File: src/rtl/snn_pkg.sv
// Shared definitions for the spiking controller and its downstream stages.
// Latency: n/a (types and constants only).
// Backpressure: n/a.
package snn_pkg;

  // Default spike vector width and per-neuron counter width. The controller
  // uses the same values, so both sides of the spike interface agree.
  localparam int SNN_N_NEURONS = 8;
  localparam int SNN_CNT_W     = 8;

  // Window decoder FSM states.
  typedef enum logic [1:0] {
    IDLE   = 2'd0,
    COUNT  = 2'd1,
    ARGMAX = 2'd2,
    HOLD   = 2'd3
  } dec_state_t;

endpackage

File: src/rtl/spike_counter_bank.sv
// Bank of per-neuron saturating spike counters with an indexed read port.
// Latency: counts update on the edge after en_i; rd_cnt_o reads the registered counts.
// Backpressure: none; clr_i takes priority over en_i.
//
// Ports:
//   clk, reset_n : clock, async active-low reset
//   clr_i        : zero every counter
//   en_i         : add spike_i[i] to counter i (saturating)
//   spike_i      : one timestep of spikes, bit i = neuron i
//   rd_idx_i     : neuron index to read
//   rd_cnt_o     : count of neuron rd_idx_i
module spike_counter_bank
  import snn_pkg::*;
#(
  parameter int N_NEURONS = SNN_N_NEURONS,
  parameter int CNT_W     = SNN_CNT_W,
  parameter int IDX_W     = $clog2(N_NEURONS)
) (
  input  logic                 clk,
  input  logic                 reset_n,
  input  logic                 clr_i,
  input  logic                 en_i,
  input  logic [N_NEURONS-1:0] spike_i,
  input  logic [IDX_W-1:0]     rd_idx_i,
  output logic [CNT_W-1:0]     rd_cnt_o
);

  logic [CNT_W-1:0] cnt_q [N_NEURONS];
  logic [CNT_W-1:0] cnt_d [N_NEURONS];

  always_comb begin
    for (int i = 0; i < N_NEURONS; i++) begin
      cnt_d[i] = cnt_q[i];
      if (clr_i) begin
        cnt_d[i] = '0;
      end else if (en_i && spike_i[i] && (cnt_q[i] != {CNT_W{1'b1}})) begin
        // All-ones is the ceiling: a full counter simply holds.
        cnt_d[i] = cnt_q[i] + CNT_W'(1);
      end
    end
  end

  always_ff @(posedge clk or negedge reset_n) begin
    if (!reset_n) begin
      for (int i = 0; i < N_NEURONS; i++) begin
        cnt_q[i] <= '0;
      end
    end else begin
      for (int i = 0; i < N_NEURONS; i++) begin
        cnt_q[i] <= cnt_d[i];
      end
    end
  end

  assign rd_cnt_o = cnt_q[rd_idx_i];

endmodule

File: src/rtl/spike_window_decoder.sv
// Counts spikes per neuron over WINDOW valid timesteps, then picks the winner by sequential scan.
// Latency: result_valid rises N_NEURONS+1 cycles after the last accepted sample.
// Backpressure: result held in HOLD until result_ready; start is ignored outside IDLE.
//
// Ports:
//   clk, reset_n          : clock, async active-low reset
//   start                 : begin a window (IDLE only)
//   spike_in, spike_valid : one timestep of spikes (COUNT only)
//   busy                  : high while counting or scanning
//   result_valid/_ready   : result handshake
//   class_out, class_count: winning neuron and its count
//   no_spike              : every count was zero (class_out forced to 0)
module spike_window_decoder
  import snn_pkg::*;
#(
  parameter int N_NEURONS = SNN_N_NEURONS,
  parameter int CNT_W     = SNN_CNT_W,
  parameter int WINDOW    = 16,
  parameter int IDX_W     = $clog2(N_NEURONS)
) (
  input  logic                 clk,
  input  logic                 reset_n,
  input  logic                 start,
  input  logic [N_NEURONS-1:0] spike_in,
  input  logic                 spike_valid,
  output logic                 busy,
  output logic                 result_valid,
  input  logic                 result_ready,
  output logic [IDX_W-1:0]     class_out,
  output logic [CNT_W-1:0]     class_count,
  output logic                 no_spike
);

  localparam int                STEP_W    = $clog2(WINDOW + 1);
  localparam logic [STEP_W-1:0] LAST_STEP = STEP_W'(WINDOW - 1);
  localparam logic [IDX_W-1:0]  LAST_IDX  = IDX_W'(N_NEURONS - 1);

  dec_state_t        state_q, state_d;
  logic [STEP_W-1:0] step_q, step_d;
  logic [IDX_W-1:0]  scan_q, scan_d;
  logic [IDX_W-1:0]  best_idx_q, best_idx_d;
  logic [CNT_W-1:0]  best_cnt_q, best_cnt_d;
  logic              busy_q, busy_d;
  logic              valid_q, valid_d;
  logic [IDX_W-1:0]  class_q, class_d;
  logic [CNT_W-1:0]  ccnt_q, ccnt_d;
  logic              nospk_q, nospk_d;

  logic              cnt_clr;
  logic              cnt_en;
  logic [CNT_W-1:0]  rd_cnt;
  logic [IDX_W-1:0]  cand_idx;
  logic [CNT_W-1:0]  cand_cnt;

  spike_counter_bank #(
    .N_NEURONS (N_NEURONS),
    .CNT_W     (CNT_W),
    .IDX_W     (IDX_W)
  ) u_bank (
    .clk      (clk),
    .reset_n  (reset_n),
    .clr_i    (cnt_clr),
    .en_i     (cnt_en),
    .spike_i  (spike_in),
    .rd_idx_i (scan_q),
    .rd_cnt_o (rd_cnt)
  );

  // Best-so-far including the index under scan this cycle. Strict '>' keeps
  // the earlier (lower) index on ties; index 0 always seeds the search.
  always_comb begin
    cand_idx = best_idx_q;
    cand_cnt = best_cnt_q;
    if ((scan_q == '0) || (rd_cnt > best_cnt_q)) begin
      cand_idx = scan_q;
      cand_cnt = rd_cnt;
    end
  end

  always_comb begin
    state_d    = state_q;
    step_d     = step_q;
    scan_d     = scan_q;
    best_idx_d = best_idx_q;
    best_cnt_d = best_cnt_q;
    class_d    = class_q;
    ccnt_d     = ccnt_q;
    nospk_d    = nospk_q;
    cnt_clr    = 1'b0;
    cnt_en     = 1'b0;

    case (state_q)
      IDLE: begin
        if (start) begin
          cnt_clr    = 1'b1;
          step_d     = '0;
          scan_d     = '0;
          best_idx_d = '0;
          best_cnt_d = '0;
          class_d    = '0;
          ccnt_d     = '0;
          nospk_d    = 1'b0;
          state_d    = COUNT;
        end
      end
      COUNT: begin
        if (spike_valid) begin
          cnt_en = 1'b1;
          step_d = step_q + STEP_W'(1);
          if (step_q == LAST_STEP) begin
            scan_d  = '0;
            state_d = ARGMAX;
          end
        end
      end
      ARGMAX: begin
        best_idx_d = cand_idx;
        best_cnt_d = cand_cnt;
        scan_d     = scan_q + IDX_W'(1);
        if (scan_q == LAST_IDX) begin
          // Result registers load directly from the final candidate so the
          // outputs are valid in the first HOLD cycle.
          class_d = (cand_cnt == '0) ? '0 : cand_idx;
          ccnt_d  = cand_cnt;
          nospk_d = (cand_cnt == '0);
          state_d = HOLD;
        end
      end
      HOLD: begin
        if (result_ready) begin
          state_d = IDLE;
        end
      end
      default: state_d = IDLE;
    endcase

    busy_d  = (state_d == COUNT) || (state_d == ARGMAX);
    valid_d = (state_d == HOLD);
  end

  always_ff @(posedge clk or negedge reset_n) begin
    if (!reset_n) begin
      state_q    <= IDLE;
      step_q     <= '0;
      scan_q     <= '0;
      best_idx_q <= '0;
      best_cnt_q <= '0;
      busy_q     <= 1'b0;
      valid_q    <= 1'b0;
      class_q    <= '0;
      ccnt_q     <= '0;
      nospk_q    <= 1'b0;
    end else begin
      state_q    <= state_d;
      step_q     <= step_d;
      scan_q     <= scan_d;
      best_idx_q <= best_idx_d;
      best_cnt_q <= best_cnt_d;
      busy_q     <= busy_d;
      valid_q    <= valid_d;
      class_q    <= class_d;
      ccnt_q     <= ccnt_d;
      nospk_q    <= nospk_d;
    end
  end

  assign busy         = busy_q;
  assign result_valid = valid_q;
  assign class_out    = class_q;
  assign class_count  = ccnt_q;
  assign no_spike     = nospk_q;

endmodule

File: config.mk
export PLATFORM = sky130hd
export DESIGN_NAME = spike_window_decoder
export DESIGN_NICKNAME = d
export VERILOG_FILES = /design/src/rtl/snn_pkg.sv /design/src/rtl/spike_counter_bank.sv /design/src/rtl/spike_window_decoder.sv
export SDC_FILE = /design/constraint.sdc
export NUM_CORES = 1
export LEC_CHECK = 0
export ABC_AREA = 1
export BUFFER_PORTS_ARGS = -buffer_cell sky130_fd_sc_hd__buf_2
export CAP_MARGIN = 25
export CELL_PAD_IN_SITES_DETAIL_PLACEMENT = 0
export CELL_PAD_IN_SITES_GLOBAL_PLACEMENT = 1
export CORE_ASPECT_RATIO = 1.75
export CORE_MARGIN = 2
export CORE_UTILIZATION = 49
export CTS_BUF_LIST = sky130_fd_sc_hd__clkbuf_16
export CTS_CLUSTER_DIAMETER = 80
export CTS_CLUSTER_SIZE = 12
export DETAILED_ROUTE_END_ITERATION = 10
export HOLD_SLACK_MARGIN = 0.15
export PLACE_DENSITY = 0.94
export SYNTH_ARGS = -nofsm -noshare
export SYNTH_HDL_FRONTEND = slang
export SYNTH_SLANG_ARGS = --single-unit
File: constraint.sdc
create_clock -name clk -period 7.6 [get_ports clk]
set_input_delay 1.52 -clock clk [delete_from_list [all_inputs] [get_ports clk]]
set_output_delay 1.52 -clock clk [all_outputs]
set_load 0.05 [all_outputs]
# --- Yosys cells after proc, flatten, opt, wreduce, memory -nomap -nowiden ---
# Cells that the tools add are included.
classes:
  n_eq_ne: 20
  n_reduce_logical: 36
  add_sub_neg: 10
  div: 0
  n_mux: 49
  bitwise_logic: 1
  shifts: 0
  multipliers: 0
  magnitude_cmp: 2
op_table:
  columns: ["operator", "count"]
  rows:
  - ["8-bit two-way mux", 21]
  - ["8-bit by 1-bit adder with 8-bit output (second input constant)", 8]
  - ["8-bit != test (second input constant)", 8]
  - ["8-bit case mux with 2 select lines", 2]
  - ["8-bit binary-select mux with 3-bit select", 1]
  - ["2-bit nonzero test", 10]
  - ["3-bit two-way mux", 6]
  - ["1-bit logical AND", 16]
  - ["3-bit case mux with 2 select lines", 2]
  - ["2-bit two-way mux", 5]
  - ["5-bit two-way mux", 2]
  - ["5-bit case mux with 2 select lines", 1]
  - ["3-bit case mux with 3 select lines", 1]
  - ["2-bit == test (second input constant)", 4]
  - ["8-bit > comparator", 1]
  - ["8-bit logical NOT", 1]
  - ["2-bit != test (second input constant)", 4]
  - ["2-bit case mux with 4 select lines", 1]
  - ["1-bit two-way mux", 6]
  - ["3-bit AND reduction", 2]
  - ["5-bit by 1-bit adder with 5-bit output (second input constant)", 1]
  - ["5-bit by 4-bit == test with 1-bit output (second input constant)", 1]
  - ["2-bit by 1-bit == test with 1-bit output (second input constant)", 2]
  - ["4-bit >= comparator (second input constant)", 1]
  - ["10 further kinds", 11]
word_totals:
  register_bits: 99
  out_inout_bits: 14
  latch_bits: 0
  wordCells: 136
  rom_bits: 0
  mem_count: 0
  input_bits: 13
  mem_bits_rw: 0

# --- Depth between registers and ports, before layout ---
# Gate-level depths: netlist (run 1).
depth:
  ltp_word: 11
  depth_mapped: 25
  mapped_depth_nobuf: 22

# --- Modules after synthesis ---
# Synthesis (run 1) repeated with hierarchy kept, for this count alone.
hier_totals:
  hier_cells: 901
  hier_area_um2: 6480.0
by_module_without_submodules:
  columns: ["module", "area_per_inst_um2", "instances", "seq_area_each_um2", "cells_per_inst"]
  rows:
  - ["spike_counter_bank", 4495.6, 1, 1601.5, 660]
  - ["spike_window_decoder", 1984.4, 1, 875.8, 241]

# --- Worst setup path before layout (run 1) ---
# No wires, ideal clock.
synth_path:
  path_type: "input port to flip-flop"
  start: "in spike_valid"
  end: "reg u_bank.cnt_q[62] (netlist name)"
  path_stages: 9
  n_path_buf: 0
  required_time_ps: 7479
  setup_ps: 121
  t_arrival_ps: 2474
  setup_slack_ps: 5005
  path_cell_list: "inv_1 > nor2_4 > nand2_1 > a31oi_1 > inv_1 > nor2_1 > nand3_1 > o21ai_1 > a21oi_1"
synth_via:
  elab_chain_cells: 5
synth_lines:
  columns: ["element", "line_no", "text"]
  rows:
  - ["start: declaration", "spike_window_decoder.sv:25", "input logic spike_valid,"]
  - ["1-bit two-way mux", "spike_window_decoder.sv:107", "if (spike_valid) begin"]
  - ["1-bit two-way mux", "spike_window_decoder.sv:92", "case (state_q)"]
  - ["1-bit logical AND (2 in series)", "spike_counter_bank.sv:36", "end else if (en_i && spike_i[i] && (cnt_q[i] != {CNT_W{1'b1}})) begin"]
  - ["2-bit nonzero test (no line)", null, null]
  - ["end signal: indexed assignment", "spike_counter_bank.sv:50", "cnt_q[i] <= cnt_d[i];"]
  - ["end: declaration", "spike_counter_bank.sv:28", "logic [CNT_W-1:0] cnt_q [N_NEURONS];"]
# Every way passes these cells.
# A chain may end at the register's enable or synchronous reset.

# --- Worst setup path in the final report (run 1) ---
layout_path:
  start: "reg scan_q[0]"
  end: "reg class_q[0], in the netlist class_out[0]"
layout_via:
  elab_chain_cells: 11
  word_cells_on_any_way: 16
  classes_between: "1 x order compare; 2 x eq/ne; 8 x mux; 1 x bitwise; 4 x reduce/logical"
layout_lines:
  columns: ["element", "line_no", "text"]
  rows:
  - ["start: declaration", "spike_window_decoder.sv:40", "logic [IDX_W-1:0] scan_q, scan_d;"]
  - ["start signal: assignment", "spike_window_decoder.sv:156", "scan_q <= scan_d;"]
  - ["3-bit inverter with 4-bit output (implied by the code)", "spike_counter_bank.sv:55", "assign rd_cnt_o = cnt_q[rd_idx_i];"]
  - ["8-bit binary-select mux with 3-bit select", "spike_counter_bank.sv:55", null]
  - ["8-bit two-way mux (implied by the code) (2 in series)", "spike_counter_bank.sv:55", null]
  - ["8-bit > comparator", "spike_window_decoder.sv:74", "if ((scan_q == '0) || (rd_cnt > best_cnt_q)) begin"]
  - ["1-bit logical OR", "spike_window_decoder.sv:74", null]
  - ["8-bit two-way mux", "spike_window_decoder.sv:74", null]
  - ["8-bit logical NOT", "spike_window_decoder.sv:123", "class_d = (cand_cnt == '0) ? '0 : cand_idx;"]
  - ["3-bit two-way mux", "spike_window_decoder.sv:123", null]
  - ["3-bit two-way mux", "spike_window_decoder.sv:120", "if (scan_q == LAST_IDX) begin"]
  - ["3-bit case mux with 2 select lines", "spike_window_decoder.sv:92", null]
  - ["end signal: assignment", "spike_window_decoder.sv:161", "class_q <= class_d;"]
  - ["end: declaration", "spike_window_decoder.sv:45", "logic [IDX_W-1:0] class_q, class_d;"]
# Parallel ways exist; a longest one is shown, timed or not. The select of a mux whose other input is x is not followed.

==> results.ini, run 1 <==
[routing]
dr.pass1.iters = 5
drt_iter0_drc = 321
totalWireLength_um = 13400
postRouteAntennaNets = 0
drcViolationCount = 0
avgRoutedWirePerCell_um = 15.1
vias_per_cell = 5.55
vias = 4939

[sta]
tns_ns = 0
fin_crit_ns = 3.44
finalMaxSlewViolations = 0
relSlewSlack = 0.391
period_share = 0.453
fmax_mhz = 290
skew_ns = 0.00667
rsz0062_at_grt = false
finalHoldViolCount = 0
setup_viol = 0
tightest_slew_ns = 0.910

[yosys]
synth_top_area_cell = dfrtp_1
synth_warnings = 0
syn_inst = 735
synth_nets = 770
synth_area_um2 = 5650
synth_edf_count = 0
synth_cell_types = 36
synth_top_area_frac = 0.438
synth_area_leaders = dfrtp_1 44%, nand2_1 9.2%, o21ai_0 6.4%
synth_seq_area_share = 0.438
synth_ff_type = dfrtp_1
synth-seq-cells = 99
postSynth.asyncResetShare = 1.00
synth_area_per_cell_um2 = 7.69

[clock_network]
postCtsHoldBufs = 0
cts-htree-levels = 3
clk_latency_ns = 0.34
clock-sinks = 99
cts_resized = 0
cts_made_buffers = 9
clockBufferDepth = 2
clk_pin_slew_worst_paths_ns = 0.07
cts_setup_buffers = 0
cts_tree = yes
cts-root-buf = clkbuf_16

[worst_setup_path]
cp_data_arrival_time_ns = 3.68
crit_path_end_kind = flip-flop
start_kind = flip-flop
critPathKind = flip-flop to flip-flop
required_ns = 7.83
worstPathMaxFanout = 45

[placement]
numPortBuffers = 26
dp_hpwl_um = 9930
gp_congestion = 0.903

[finish]
fin_nets = 788
area_delta_synth_final_pct = 9.07
diodes = 0
drive_gt1_frac = 0.0897

[power]
switching_share = 0.457
total_power_mw = 2.53
ir_drop_uv = 219
p_clk_frac = 0.190
pwr-share-comb = 0.466
p_int_mw = 1.37
seqPwrFrac = 0.345
p_switching_mw = 1.16
power_density_nw_per_um2 = 410
leakagePower_nw = 3.05

[grt]
antenna_found_initial = 0
grt_pass1_vias = 4903
track_usage = 0.229
grt_max_degree = 53
gr-total-overflow = 0
grt_pass1_wl_um = 23000

[floorplan]
dieArea_um2 = 12400
die_h_um = 146
num_io_pins = 27
start_util = 0.506
chipWidth_um = 85.2
rows = 51
coreArea_um2 = 11200

[job]
cap_violations = 0

[hold_path]
hold_class = flip-flop to flip-flop

[outcome]
status = finished, final reports clean

registers in the layout, summed over array words and instances (netlist names):
signal	count
u_bank.cnt_q	64
scan_q	3
state_q	2
result_valid	1
step_q	5
no_spike	1
class_out	3
best_cnt_q	8
busy	1
best_idx_q	3
class_count	8
power groups by stage:
| stage | sequential, mW | combinational (mW) | clock [mW] |
|---|---|---|---|
| 5_1_grt | 0.897 | 1.36 | 0.509 |
| 2_1_floorplan | 0.842 | 0.925 | 0 |
| 6_report | 0.872 | 1.18 | 0.479 |
| 4_1_cts | 0.868 | 1.18 | 0.487 |
| 3_3_place_gp | 0.869 | 1.13 | 0 |
| 3_5_place_dp | 0.878 | 1.17 | 0 |
cell usage after synthesis (8+ instances only):
cell type and number:
o21ai_0 72, nor2_1 61, nand4_1 9, a21oi_1 67, inv_1 94, o21ai_1 13, clkbuf_1 8, nor3_1 25
ha_1 22, o211ai_1 10, dfrtp_1 99, nand3_1 44, nand2_1 139, a211oi_1 13
kinds of logic (layout without fill, tap and decap cells):
group           after synthesis  count (layout)  synth area share
compound gates              189             189             0.187
fa+ha+maj                    22              22            0.0487
buf+inv                     123             146            0.0890
flops                        99              99             0.438
simple gates                302             302             0.237
final timing paths:
check / startpoint / end / slack [ns] / cells after the start
setup reg to reg: scan_q[0] / class_out[0] / 4.16 / 22
hold / removal: u_bank.cnt_q[55] / u_bank.cnt_q[55] / 0.46 / 1
min in group asynchronous: reset_n / state_q[0] / 1.19 / 1
max in group asynchronous: reset_n / u_bank.cnt_q[31] / 5.30 / 2
setup / recovery: scan_q[0] / class_out[0] / 4.16 / 22
hold reg to reg: u_bank.cnt_q[55] / u_bank.cnt_q[55] / 0.46 / 1
critical path: stages, from the launching register on:
cell and delay, ns:
dfrtp_1 0.32, buf_4 0.36, inv_2 0.28, o21ai_0 0.36
nand2_1 0.10, o21ai_1 0.21, inv_1 0.07, ha_1 0.27
nand2_1 0.04, inv_1 0.06, nand2_1 0.05, nand2_1 0.05
nand2_1 0.05, nand2_1 0.07, nand2_2 0.12, nand2_2 0.23
nand2_1 0.10, nand2_1 0.08, nand2_1 0.06, nor2_1 0.18
nand2_1 0.12, nand2_1 0.09, nand2_1 0.05
cells in the final DEF (no fill, tap or decap), types with 2 or more instances in the layout:
cell / count
nor3_1: 25
clkbuf_16: 9
inv_2: 4
clkinv_1: 4
a21oi_1: 67
nand4_1: 9
nand2_1: 139
nor2_1: 61
nor2_2: 5
ha_1: 22
o21ai_1: 13
buf_2: 25
dfrtp_1: 99
nand3_1: 44
buf_4: 4
inv_1: 95
o21a_1: 5
bufinv_16: 2
o211ai_1: 10
o21ai_0: 72
nor3_2: 2
and3_1: 4
nand2_2: 5
nand3_2: 4
a211oi_1: 13
a31oi_1: 4
cell type report:
class	count	area (um2)
Inverter	100	375
Fill cell	1032	5000
Clock buffer	9	225
Sequential cell	99	2480
Clock inverter	7	83.8
Timing Repair Buffer	30	166
Tap cell	132	165
Multi-Input combinational cell	513	2670
metal layers:
| layer | vias to the layer above | global-route usage | share of wire |
|---|---|---|---|
| met5 | - | 0 | 0 |
| met4 | 0 | 0.0746 | 0.024 |
| met3 | 22 | 0.0288 | 0.024 |
| met2 | 88 | 0.430 | 0.55 |
| met1 | 2333 | 0.261 | 0.40 |
| li1 | 2496 | - | - |
stage by stage:
step | hold slack (ns) | utilization | area (um2) | worst slack, ns | std cells
after floorplan | 0.434 | - | 5650 | 5.00 | 735
after global placement | 0.453 | 0.524 | 5850 | 3.81 | 873
after detailed placement | 0.461 | 0.525 | 5860 | 4.18 | 874
after CTS | 0.471 | 0.552 | 6170 | 4.23 | 890
after global routing | 0.487 | 0.552 | 6170 | 3.87 | 890
final | 0.465 | 0.552 | 6170 | 4.16 | 890
Power figures use the tool's default switching activity.
==> inputs of run 2 (changes only) <==
--- a/config.mk
+++ b/config.mk
@@ -5,20 +5,20 @@
 export SDC_FILE = /design/constraint.sdc
 export NUM_CORES = 1
 export LEC_CHECK = 0
-export ABC_AREA = 1
+export ABC_AREA = 0
 export BUFFER_PORTS_ARGS = -buffer_cell sky130_fd_sc_hd__buf_2
 export CAP_MARGIN = 25
 export CELL_PAD_IN_SITES_DETAIL_PLACEMENT = 0
 export CELL_PAD_IN_SITES_GLOBAL_PLACEMENT = 1
 export CORE_ASPECT_RATIO = 1.75
 export CORE_MARGIN = 2
-export CORE_UTILIZATION = 49
+export CORE_UTILIZATION = 44
 export CTS_BUF_LIST = sky130_fd_sc_hd__clkbuf_16
 export CTS_CLUSTER_DIAMETER = 80
 export CTS_CLUSTER_SIZE = 12
 export DETAILED_ROUTE_END_ITERATION = 10
 export HOLD_SLACK_MARGIN = 0.15
-export PLACE_DENSITY = 0.94
+export PLACE_DENSITY = 0.86
 export SYNTH_ARGS = -nofsm -noshare
 export SYNTH_HDL_FRONTEND = slang
 export SYNTH_SLANG_ARGS = --single-unit
==> constraint.sdc (replaced) <==
create_clock -name clk -period 2.8 [get_ports clk]
set_input_delay 0.56 -clock clk [delete_from_list [all_inputs] [get_ports clk]]
set_output_delay 0.56 -clock clk [all_outputs]
set_load 0.05 [all_outputs]
==> run 2 against run 1 <==
The flow now finishes with violations (negative setup slack). Critical path depth shrank 10. Sequential cell count is the same. Hold slack lost 0.31 ns. Routed wire length grew 23%. Core utilization grew 2.4 points. Maximum frequency grew 13%. Synthesized cell count shrank 25%. Total power grew to 2.6 times the previous value. Cell count shrank 6.4%. Critical endpoint is now best_cnt_q[2].
==> results.ini, run 2 <==
[outcome]
status = complete, but fails checks
violations = negative setup slack

[clock_network]
cts_tree = yes
clock-sinks = 99
clockBufferDepth = 2
clk_pin_slew_worst_paths_ns = 0.07
clk_latency_ns = 0.35
cts-root-buf = clkbuf_16
cts-htree-levels = 3
cts_made_buffers = 9

[floorplan]
rows = 54
dieArea_um2 = 13800
coreArea_um2 = 12500
num_io_pins = 27
die_h_um = 154
chipWidth_um = 89.5
start_util = 0.450

[placement]
dp_slack_ns = -0.282
gp_congestion = 0.940
numPortBuffers = 26
dp_cells = 810
dp_hpwl_um = 12200
dpl_cell_area_um2 = 6630

[grt]
track_usage = 0.254
antenna_found_initial = 0
grt_pass1_wl_um = 26400
grt_max_degree = 69
grt_pass1_vias = 5061
gr-total-overflow = 0

[routing]
dr.pass1.iters = 6
vias = 4908
drcViolationCount = 0
vias_per_cell = 5.89
postRouteAntennaNets = 0
drt_iter0_drc = 314
avgRoutedWirePerCell_um = 19.8
totalWireLength_um = 16500

[finish]
fin_nets = 696
final_cells = 833
drive_gt1_frac = 0.299
design_area_um2 = 7210
layout_common_cells = 98 x dfrtp_1, 85 x buf_4, 71 x nor2_1, 56 x nand2_1, 36 x xor2_1
regMostFlops = u_bank.cnt_q
final_common_cell = dfrtp_1
area_delta_synth_final_pct = 28.0
diodes = 0
largest_reg_flops = 64

[yosys]
synth_top_area_cell = dfrtp_1
synth_seq_area_share = 0.440
synth_area_per_cell_um2 = 10.2
synth_edf_count = 0
synth_ff_type = dfrtp_1
synth_warnings = 0
synth-seq-cells = 99
synth_nets = 589
synthTopCellsByCount = 99 x dfrtp_1, 72 x nor2_1, 58 x nand2_1, 36 x xor2_1, 24 x clkbuf_1
synth_cell_types = 57
synth_top_area_frac = 0.440
synth.most_common_cell = dfrtp_1
synth_area_leaders = dfrtp_1 44%, mux4_2 6.0%, xor2_1 5.6%
synth_area_um2 = 5630
postSynth.asyncResetShare = 1.00
syn_inst = 554

[sta]
skew_ns = 0.00639
fmax_mhz = 329
tightest_slew_ns = 0.764
period_share = 1.09
whs_ns = 0.152
rsz0062_at_grt = true
finalHoldViolCount = 0
relSlewSlack = 0.486
finalMaxSlewViolations = 0
setup_viol = 22
fin_crit_ns = 3.04
tns_ns = -3.46
fin_ws_ns = -0.242

[job]
cap_violations = 0

[worst_setup_path]
worstPathMaxFanout = 10
cp_data_arrival_time_ns = 3.25
crit_path_end_kind = flip-flop
start_kind = flip-flop
critPathKind = flip-flop to flip-flop
required_ns = 3.01

[power]
power_density_nw_per_um2 = 901
ir_drop_uv = 480
leakagePower_nw = 3.35

[hold_path]
hold_class = input pin to async pin

[run 2: changes by cell type after synthesis, sizes merged, moves of 13 or more]
cell    change
a21oi      -56
clkbuf     +17
inv        -82
mux4       +16
nand2      -87
nand3      -32
nand4      +13
nor3       -25
o21ai      -69
xnor2      +15
xor2       +36
[run 2: metal layers]
layer / share of wire / track usage
met5: 0 / 0
met4: 0.062 / 0.149
met3: 0.035 / 0.0435
met2: 0.55 / 0.453
met1: 0.35 / 0.268
[run 2: stage by stage]
stage | utilization | power [mW]
final | 0.577 | 6.49
after detailed placement | 0.530 | 4.66
after CTS | 0.564 | 6.18
after global routing | 0.577 | 6.84
after global placement | 0.530 | 4.55
after floorplan | - | 3.55
[run 2: worst paths after layout]
check	start	end	slack, ns	depth (start not counted)
worst max-delay path	scan_q[1]	best_cnt_q[2]	-0.24	12
worst min-delay path	reset_n	step_q[2]	0.15	1
worst max register to register	scan_q[1]	best_cnt_q[2]	-0.24	12
worst min register to register	class_count[7]	class_count[7]	0.49	2
max in group asynchronous	reset_n	scan_q[2]	1.92	2
min in group clk	class_count[7]	class_count[7]	0.49	2
[run 2: cell type report]
cell class / instances / area, um2
repair buffers: 124 / 956
fillers: 1064 / 5290
multi-input cells: 411 / 3220
clock buffers: 9 / 225
flip-flops and latches: 99 / 2480
inverters: 16 / 60.1
well taps: 168 / 210
clock inverters: 6 / 58.8
[run 2: logic make-up (layout without fill, tap and decap cells)]
logic type / after synthesis / after routing / share of synthesized area
compound gates: 89 / 89 / 0.117
xor+xnor: 51 / 51 / 0.0793
fa+ha+maj: 22 / 22 / 0.0489
buf+inv: 44 / 155 / 0.0324
flops: 99 / 99 / 0.440
mux: 33 / 33 / 0.0967
simple gates: 216 / 216 / 0.186
[run 2: worst max-delay path: stages (launching register included)]
cell and delay, ns:
dfrtp_1 0.37, buf_6 0.15, mux4_2 0.50, mux2_4 0.30, ha_4 0.22, nor2b_1 0.12
o211ai_1 0.24, a21oi_2 0.14, buf_4 0.16, o21a_4 0.22, buf_12 0.15, o2111ai_1 0.19
o311ai_1 0.15
[run 2: power by group]
group          internal, mW  total (mW)  switching [mW]
combinational          1.51        3.19            1.68
sequential             1.74        2.07           0.329
clock                 0.684        1.23           0.546
[run 2: repair_timing]
| action | 4_1_cts | 5_1_grt |
|---|---|---|
| buffers inserted | 4 | 7 |
| hold buffers | 0 | 0 |
| resized for setup | 24 | 20 |
| setup endpoints to repair | 23 | 23 |
| pin swaps | 21 | 20 |
==> inputs of run 3 (changes only) <==
--- a/config.mk
+++ b/config.mk
@@ -18,7 +18,7 @@
 export CTS_CLUSTER_SIZE = 12
 export DETAILED_ROUTE_END_ITERATION = 10
 export HOLD_SLACK_MARGIN = 0.15
-export PLACE_DENSITY = 0.86
+export PLACE_DENSITY_LB_ADDON = 0.1
 export SYNTH_ARGS = -nofsm -noshare
 export SYNTH_HDL_FRONTEND = slang
 export SYNTH_SLANG_ARGS = --single-unit
==> run 3 against run 2 <==
The run still ends with negative setup slack left. Largest cell class unchanged. Worst setup slack better by 0.053 ns. Clock skew up 0.0019 ns. Highest routed layer unchanged. Critical path depth down 1. Sequential cell count unchanged. Non-clock buffer count up 9. Largest power group unchanged.
==> results.ini, run 3 (synthesis results as in run 2) <==
[sta]
fmax_mhz = 335
fin_ws_ns = -0.189
rsz0062_at_grt = true
fin_crit_ns = 2.99
period_share = 1.07
relSlewSlack = 0.583
finalHoldViolCount = 0
tns_ns = -3.29
tightest_slew_ns = 0.625
skew_ns = 0.00827
finalMaxSlewViolations = 0
setup_viol = 23

[hold_path]
hold_depth = 2
holdCritStartpoint = best_idx_q[2]
hold_class = flip-flop to flip-flop
hold-path-endpoint = best_idx_q[2]

[clock_network]
clk_latency_ns = 0.35
cts_made_buffers = 9
cts-root-buf = clkbuf_16
clock-sinks = 99
clk_pin_slew_worst_paths_ns = 0.07
cts_tree = yes
clockBufferDepth = 2
cts-htree-levels = 3

[floorplan]
rows = 54
dieArea_um2 = 13800
die_h_um = 154
coreArea_um2 = 12500
num_io_pins = 27
chipWidth_um = 89.5
start_util = 0.450

[routing]
vias = 4747
avgRoutedWirePerCell_um = 18.9
vias_per_cell = 5.62
dr.pass1.iters = 4
totalWireLength_um = 16000
postRouteAntennaNets = 0
drt_iter0_drc = 221
drcViolationCount = 0

[power]
leakagePower_nw = 3.36
total_power_mw = 6.23
power_density_nw_per_um2 = 860
ir_drop_uv = 500

[finish]
layout_common_cells = 99 x buf_4, 97 x dfrtp_1, 72 x nor2_1, 57 x nand2_1, 36 x xor2_1
diodes = 0
design_area_um2 = 7240
fin_nets = 707
final_common_cell = buf_4
area_delta_synth_final_pct = 28.6
largest_reg_flops = 64
drive_gt1_frac = 0.297
final_cells = 845
regMostFlops = u_bank.cnt_q

[job]
cap_violations = 0

[worst_setup_path]
r2r-start = scan_q[1]
required_ns = 3.04
start_kind = flip-flop
critPathKind = flip-flop to flip-flop
cp_data_arrival_time_ns = 3.22
worstPathMaxFanout = 7
rrSetupSlack_ns = -0.19
reg2reg_depth = 11
crit_path_end_kind = flip-flop
r2r-end = class_count[5]

[outcome]
violations = negative setup slack
status = complete, but fails checks

[placement]
numPortBuffers = 26
gp_congestion = 0.927
dpl_cell_area_um2 = 6550
dp_slack_ns = -0.313
dp_cells = 800
dp_hpwl_um = 11600

[grt]
grt_pass1_vias = 4942
gr-total-overflow = 0
antenna_found_initial = 0
track_usage = 0.246
grt_max_degree = 67
grt_pass1_wl_um = 25600

## run 3: changes by cell type in the layout (fill, tap and decap cells not counted), sizes merged
cell	change
buf	+7
dlygate4sd3	+1
nand2	+1
inv	-1
clkinv	+2
clkbuf	+1
o21ai	+1
## run 3: where the power goes
| group | internal, mW | switching (mW) |
|---|---|---|
| clock network | 0.683 | 0.556 |
| logic | 1.38 | 1.56 |
| registers | 1.74 | 0.308 |
## run 3: area by class of cell
cell class	instances	area, um2
inverters	16	60.1
repair buffers	133	1020
clock inverters	7	61.3
fillers	1131	5260
clock buffers	9	225
flip-flops and latches	99	2480
multi-input cells	413	3190
well taps	168	210
## run 3: worst max-delay path by stage
stage                         start  slack [ns]  cells past startpoint              to
after CTS                 scan_q[1]       -0.23                     10  class_count[4]
after detailed placement  scan_q[1]       -0.31                      9   best_cnt_q[5]
after global placement    scan_q[1]       -0.17                     10  class_count[1]
after floorplan           scan_q[1]       -0.05                     12   best_cnt_q[5]
after global routing      scan_q[1]       -0.30                     12  class_count[3]
final                     scan_q[1]       -0.19                     11  class_count[5]
## run 3: what timing repair did
| action | CTS | global route |
|---|---|---|
| pin swaps | 18 | 11 |
| gates cloned | 2 | 1 |
| setup buffers | 22 | 3 |
| hold endpoints to repair | 4 | 0 |
| gates resized for setup | 16 | 12 |
| hold buffers | 1 | 0 |
| setup endpoints to repair | 23 | 23 |
## run 3: stage by stage
step            util  hold slack (ns)
2_1_floorplan      -            0.264
3_3_place_gp   0.524            0.375
3_5_place_dp   0.524            0.376
4_1_cts        0.570            0.483
5_1_grt        0.579            0.498
6_report       0.579            0.487
## run 3: critical path: stages (launching register included)
cell and delay [ns]:
dfrtp_2 0.41, buf_12 0.14, mux4_2 0.50, mux2_4 0.31, ha_4 0.22, nor2b_4 0.12, o211ai_1 0.30, a21oi_4 0.14
buf_4 0.17, o21ai_4 0.18, a211oi_1 0.10, a311o_1 0.29
## run 3: layer usage
| layer | vias up | share of wire | global-route usage |
|---|---|---|---|
| met2 | 89 | 0.55 | 0.440 |
| met1 | 2366 | 0.38 | 0.280 |
| met5 | - | 0 | 0 |
| li1 | 2253 | - | - |
| met4 | 0 | 0.040 | 0.113 |
| met3 | 39 | 0.021 | 0.0344 |
